===== src/rtl/sysarr_input_fifo_bank.sv =====
// Per-row input staging FIFOs feeding the systolic array: one lockstep push of a whole row, independent per-row pops.
// Optional head_zero output (sparsity hint) is enabled by defining SYSARR_IN_FIFO_ZERO_FLAG_EN.
module sysarr_input_fifo_bank #(
    parameter int N     = 4,
    parameter int DW    = 16,
    parameter int DEPTH = 4
) (
    input  logic            CLK,
    input  logic            nRST,
    input  logic            input_en,
    input  logic [N*DW-1:0] row_in,
    input  logic            clear,
    input  logic [N-1:0]    in_fifo_shift,
    output logic [N*DW-1:0] row_out,
    output logic [N-1:0]    row_valid,
    output logic [N-1:0]    fifo_full,
    output logic            all_space,
`ifdef SYSARR_IN_FIFO_ZERO_FLAG_EN
    output logic [N-1:0]    head_zero,
`endif
    output logic            ovf_err,
    output logic            udf_err
);

    localparam int PW = (DEPTH > 1) ? $clog2(DEPTH) : 1;
    localparam int CW = $clog2(DEPTH + 1);

    // Handshake: the producer offers a row with input_en; it is taken on the edge only if all_space
    // was high before that edge. Row i's consumer sees row_valid[i]/row_out[i] and takes the head word
    // by raising in_fifo_shift[i]; a shift without row_valid is an error, not a stall.
    logic         push_ok;
    logic         push_drop;
    logic [N-1:0] pop_ok;
    logic [N-1:0] pop_bad;

    assign push_ok   = input_en && all_space && !clear;
    assign push_drop = input_en && !all_space && !clear;
    assign pop_ok    = in_fifo_shift & row_valid & {N{!clear}};
    assign pop_bad   = in_fifo_shift & ~row_valid & {N{!clear}};
    assign all_space = ~|fifo_full;

    for (genvar g = 0; g < N; g++) begin : g_row
        logic [DW-1:0] mem [DEPTH];
        logic [PW-1:0] wr_ptr;
        logic [PW-1:0] rd_ptr;
        logic [CW-1:0] count;

        assign row_valid[g] = (count != '0);
        assign fifo_full[g] = (count == CW'(DEPTH));
        assign row_out[g*DW +: DW] = row_valid[g] ? mem[rd_ptr] : '0;
`ifdef SYSARR_IN_FIFO_ZERO_FLAG_EN
        assign head_zero[g] = row_valid[g] && (mem[rd_ptr] == '0);
`endif

        always_ff @(posedge CLK or negedge nRST) begin
            if (!nRST) begin
                wr_ptr <= '0;
                rd_ptr <= '0;
                count  <= '0;
            end else if (clear) begin
                wr_ptr <= '0;
                rd_ptr <= '0;
                count  <= '0;
            end else begin
                if (push_ok)   wr_ptr <= wr_ptr + PW'(1);
                if (pop_ok[g]) rd_ptr <= rd_ptr + PW'(1);
                case ({push_ok, pop_ok[g]})
                    2'b10:   count <= count + CW'(1);
                    2'b01:   count <= count - CW'(1);
                    default: count <= count;
                endcase
            end
        end

        // Storage is not reset: row_out is masked by row_valid, so stale words never escape.
        always_ff @(posedge CLK) begin
            if (push_ok) mem[wr_ptr] <= row_in[g*DW +: DW];
        end
    end

    always_ff @(posedge CLK or negedge nRST) begin
        if (!nRST) begin
            ovf_err <= 1'b0;
            udf_err <= 1'b0;
        end else begin
            if (push_drop)  ovf_err <= 1'b1;
            if (|pop_bad)   udf_err <= 1'b1;
        end
    end

endmodule

===== config.mk =====
export PLATFORM = sky130hd
export DESIGN_NAME = sysarr_input_fifo_bank
export DESIGN_NICKNAME = d
export VERILOG_FILES = /design/src/rtl/sysarr_input_fifo_bank.sv
export SDC_FILE = /design/constraint.sdc
export NUM_CORES = 1
export LEC_CHECK = 0
export BUFFER_PORTS_ARGS = -buffer_cell sky130_fd_sc_hd__buf_2
export CORE_UTILIZATION = 60
export DETAILED_ROUTE_END_ITERATION = 10
export PLACE_DENSITY = 0.82
export SYNTH_ARGS = -nofsm -noshare
export SYNTH_HDL_FRONTEND = slang
export SYNTH_SLANG_ARGS = --single-unit

===== constraint.sdc =====
create_clock -name CLK -period 5.2 [get_ports CLK]
set_input_delay 0 -clock CLK [delete_from_list [all_inputs] [get_ports CLK]]
set_output_delay 0 -clock CLK [all_outputs]
set_load 0.005 [all_outputs]

# Word level (Yosys, flattened, before mapping)
# Memories as Yosys holds them, arrays and structs flattened.
# Index checks and enable logic that the tools add are counted.
# totals
ff_bits	30
in_bits	72
ramBits	256
output_inout_bits	75
memories	4
# classes
n_bitwise	5
add_sub_neg	16
reduce_logical	21
n_eq_ne	12
n_mux	30
# mem_list
memory	words	word_bits	rd	rd_clocked_by_memory_dff	wr	line	rtl
g_row[0].mem	4	16	1	0	1	43	logic [DW-1:0] mem [DEPTH];
g_row[1].mem	4	16	1	0	1	43	
g_row[2].mem	4	16	1	0	1	43	
g_row[3].mem	4	16	1	0	1	43	
# op_table
operator	n
16-bit two-way mux	4
2-bit two-way mux	16
3-bit case mux with 2 select lines	4
3-bit nonzero test	8
2-bit by 1-bit adder with 2-bit output, second input constant	8
4-bit AND	4
3-bit by 1-bit adder with 3-bit output, second input constant	4
3-bit equality test, second input constant	4
3-bit two-way mux	4
3-bit by 1-bit subtractor with 3-bit output, second input constant	4
2-bit nonzero test	5
2-bit by 1-bit equality test with 1-bit output, second input constant	4
2-bit equality test, second input constant	4
4-bit OR reduction	2
1-bit logical AND	4
4-bit NOT	1
1-bit zero test	2
1-bit two-way mux	2

# Longest topological paths before layout
# depth
depth_word	8
mapped_depth	11
ltp_nobuf	9

# Least setup slack after synthesis
# No wires, ideal clock.
# synth_path
path_type	reg-to-reg
startpoint	register g_row[0].count[2]
endpoint	register g_row[1].count[2]
path_slack_ns	2.589
setup_ns	0.071
path_buffers	2
period_less_slack_ns	2.611
t_required_ns	5.129
stages_incl_launch_ff	12
arrival_ns	2.540
cell_sequence	dfrtp_1 > buf_6 > nor3b_1 > or4_4 > buf_6 > nor2_1 > nor3_1 > fa_1 > nor4b_1 > a31oi_1 > o31a_1 > nand4_1
# synth_between
elab_chain_cells	8
# synth_rtl
item	line	rtl
from (decl)	46	logic [CW-1:0] count;
from (signal assigned)	68	2'b10: count <= count + CW'(1);
from (signal assigned)	69	2'b01: count <= count - CW'(1);
from (signal assigned)	70	default: count <= count;
3-bit equality test *	49	assign fifo_full[g] = (count == CW'(DEPTH));
net fifo_full[0]	16	output logic [N-1:0] fifo_full,
4-bit OR reduction *	40	assign all_space = ~|fifo_full;
1-bit zero test *	40	
1-bit logical AND * (2 in series)	36	assign push_ok = input_en && all_space && !clear;
2-bit by 1-bit equality test with 1-bit output or 2-bit equality test (tied branches)	67	case ({push_ok, pop_ok[g]})
3-bit case mux with 2 select lines	67	
3-bit two-way mux	60	end else if (clear) begin
to (signal assigned)	68	
to (signal assigned)	69	
to (signal assigned)	70	
to (decl)	46	
# Mark *: on every way through the listed nets, which the timed path passes. The rest lies on a longest branch.
# A chain may end at the register's enable or synchronous reset.

# Final worst setup path
# layout_path
startpoint	input input_en
endpoint	register g_row[2].count[2]
# layout_between
elab_chain_cells	5
# layout_rtl
item	line	rtl
from (decl)	10	input logic input_en,
1-bit logical AND * (2 in series)	36	
2-bit by 1-bit equality test with 1-bit output or 2-bit equality test (tied branches)	67	
3-bit case mux with 2 select lines	67	
3-bit two-way mux	60	
to (signal assigned)	68	
to (signal assigned)	69	
to (signal assigned)	70	
to (decl)	46	
# Mark *: on every way between the ends. The rest lies on a longest branch, timed or not.

==> flow_metrics.tcl <==
set metrics [dict create \
    power_density_mw_per_mm2 491 \
    crit_type "input port to flip-flop" \
    viasPerCell 5.88 \
    area_growth_pct 21.0 \
    io_pins 147 \
    grt_antenna_before_repair 0 \
    worstPathArrival_ps 3720 \
    synth_edf_count 256 \
    finalCoreUtilization_pct 74.6 \
    required_ps 5660 \
    synthFlopType "edfxtp_1" \
    postPlaceCellArea_mm2 0.0130 \
    nets 993 \
    end_kind "flip-flop" \
    place_hpwl_mm 14.1 \
    syn-num-nets 785 \
    seq_power_share_pct 43.1 \
    fp.dieH_um 144 \
    clock_skew_ps 11.6 \
    cts.htree.levels 1 \
    grt_max_degree 59 \
    cts_hold_buffers 70 \
    netlist-cell-type-count 43 \
    diodes 0 \
    cts_tree "built" \
    clk-insertion-delay-late_ps 530 \
    cts_setup_buffers 0 \
    worstMarginPinSlew_ps 1330 \
    die_w_um 144 \
    synth-seq-cells 286 \
    dp_cells 1065 \
    globalplace.congestion 0.798 \
    layout_common_cells "edfxtp_1 (256), buf_2 (146), dlygate4sd3_1 (70)" \
    status "completed" \
    wire_per_inst_um 20.1 \
    numClockSinks 286 \
    drive_gt1_share_pct 28.4 \
    switching_share_pct 30.4 \
    final_common_cell "edfxtp_1" \
    reg2reg_to "g_row[2].count[2]$_DFFE_PN0P_" \
    ys_warn_count 0 \
    leakagePower_nw 5.16 \
    grt.total_usage_pct 23.9 \
    timing.final.crit_share_pct 62.8 \
    vdd_ir_drop_max_v 0.000334 \
    fin_area_mm2 0.0146 \
    path_max_fanout 35 \
    grt_pass1_wl_mm 37.4 \
    clockPowerShare_pct 28.7 \
    coreArea_mm2 0.0196 \
    root_buffer "clkbuf_16" \
    row_count 51 \
    pre_cts_slack_ps 2110 \
    wl_mm 23.8 \
    pwr-share-comb_pct 28.3 \
    rr_startpoint "g_row[0].count[2]$_DFFE_PN0P_" \
    avgSynthCellArea_um2 17.4 \
    fp.dieArea_mm2 0.0207 \
    syn_inst 693 \
    clock_path_buffers 3 \
    hold_viol_final 0 \
    fin_cells 1186 \
    numPortBuffers 146 \
    cp-start-kind "input port" \
    worstRegToRegCells 9 \
    max-slew-margin-rel_pct 10.8 \
    power_mw 7.17 \
    ctsResizeCount 0 \
    clkSlewWorstSetupHoldPaths_ps 60 \
    regToRegSetupSlack_ps 2040 \
    dr_total_vias 6977 \
    period_needed_ps 3260 \
    grt-ovfl-total 0 \
    syn_area_mm2 0.0121 \
    setup_violations 0 \
    drv_slew 0 \
    hold_class "input port to asynchronous set/reset pin" \
    drc 0 \
    p_int_mw 4.99 \
    fin_ws_ps 1940 \
    cts_made_buffers 29 \
    drt-initial-drc-count 540 \
    drt-pass1-iter-count 6 \
    synth.yosys.seq_area_share_pct 69.9 \
    async_flop_share_pct 10.5 \
    start_util_pct 61.6 \
    p_sw_mw 2.18 \
    hold_slack_ps 55.9 \
    cap_violations 0 \
    grt_setup_unrepaired "no" \
    grt_pass1_vias 7172 \
    fmax_mhz 306 \
    tns_ps 0 \
    ant_nets 0 \
]
-- power by group through the flow --
stage                     Sequential, mW  Clock, mW  Combinational, mW
after floorplan                     2.91          0               1.51
after global placement              3.11          0               1.91
after detailed placement            3.15          0               1.98
after CTS                           3.10       2.08               2.04
after global routing                3.14       2.17               2.24
final                               3.09       2.06               2.03
-- critical path: stages --
cell and delay [ps]:
dlygate4sd3_1 530, buf_2 510, clkinv_1 800, nor2_1 530, nor3_1 120, fa_1 460
nor4b_1 420, a31oi_1 90, o31a_1 130, nand4_1 120
-- worst max-delay path by stage --
stage                                  startpoint                            end  cells past startpoint
finish                                   input_en  g_row[2].count[2]$_DFFE_PN0P_                     10
global route                             input_en  g_row[2].count[2]$_DFFE_PN0P_                     10
CTS                                      input_en  g_row[2].count[2]$_DFFE_PN0P_                     10
detailed placement                       input_en  g_row[2].count[2]$_DFFE_PN0P_                      9
global placement    g_row[0].count[2]$_DFFE_PN0P_  g_row[0].count[2]$_DFFE_PN0P_                      9
floorplan           g_row[0].count[2]$_DFFE_PN0P_  g_row[1].count[2]$_DFFE_PN0P_                     11
-- sequential cells by signal, indices dropped and copies added (netlist names) --
| register | count |
|---|---|
| g_row.wr_ptr | 8 |
| udf_err | 1 |
| g_row.rd_ptr | 8 |
| g_row.count | 12 |
| g_row.mem | 256 |
| ovf_err | 1 |
-- cells by family after synthesis --
logic type,Yosys count,share of synthesized area [%]
flops,286,69.9
simple gates,195,9.65
mux,64,11.9
compound gates,60,3.32
buf+inv,60,2.30
fa+ha+maj,20,2.32
xor+xnor,8,0.580
-- synth_stat cells (6+ instances only) --
cell,instances,area share [%]
mux4_2,64,12
nand3_1,15,0.62
nor2_1,22,0.68
dfrtp_1,30,6.2
edfxtp_1,256,64
buf_2,12,0.50
nand2_1,9,0.28
ha_1,16,1.7
and2_1,16,0.83
nand2b_1,6,0.31
o21ai_0,16,0.66
nor2b_1,67,3.5
inv_1,16,0.50
nand4_1,18,0.93
nor3_1,10,0.41
o31a_1,7,0.51
nor3b_1,20,1.2
o211ai_1,8,0.50
clkbuf_1,23,0.72
a21oi_1,8,0.33
-- layout make-up --
type | count | area [µm²]
repair buffers | 219 | 1450
flip-flops and latches | 286 | 8440
inverters | 18 | 67.6
clock inverters | 15 | 184
multi-input cells | 347 | 3380
well taps | 265 | 332
clock buffers | 36 | 762
fillers | 1181 | 4980
-- metal layers --
metal	part of all wire, %	vias up	wire length [µm]	GRT usage (%)
li1	-	3138	-	-
met1	39	3507	9200	30.6
met2	53	277	12700	42.5
met3	5.7	55	1360	3.67
met4	2.4	0	570	6.89
met5	0	-	0	0
Power figures use the tool's default switching activity.
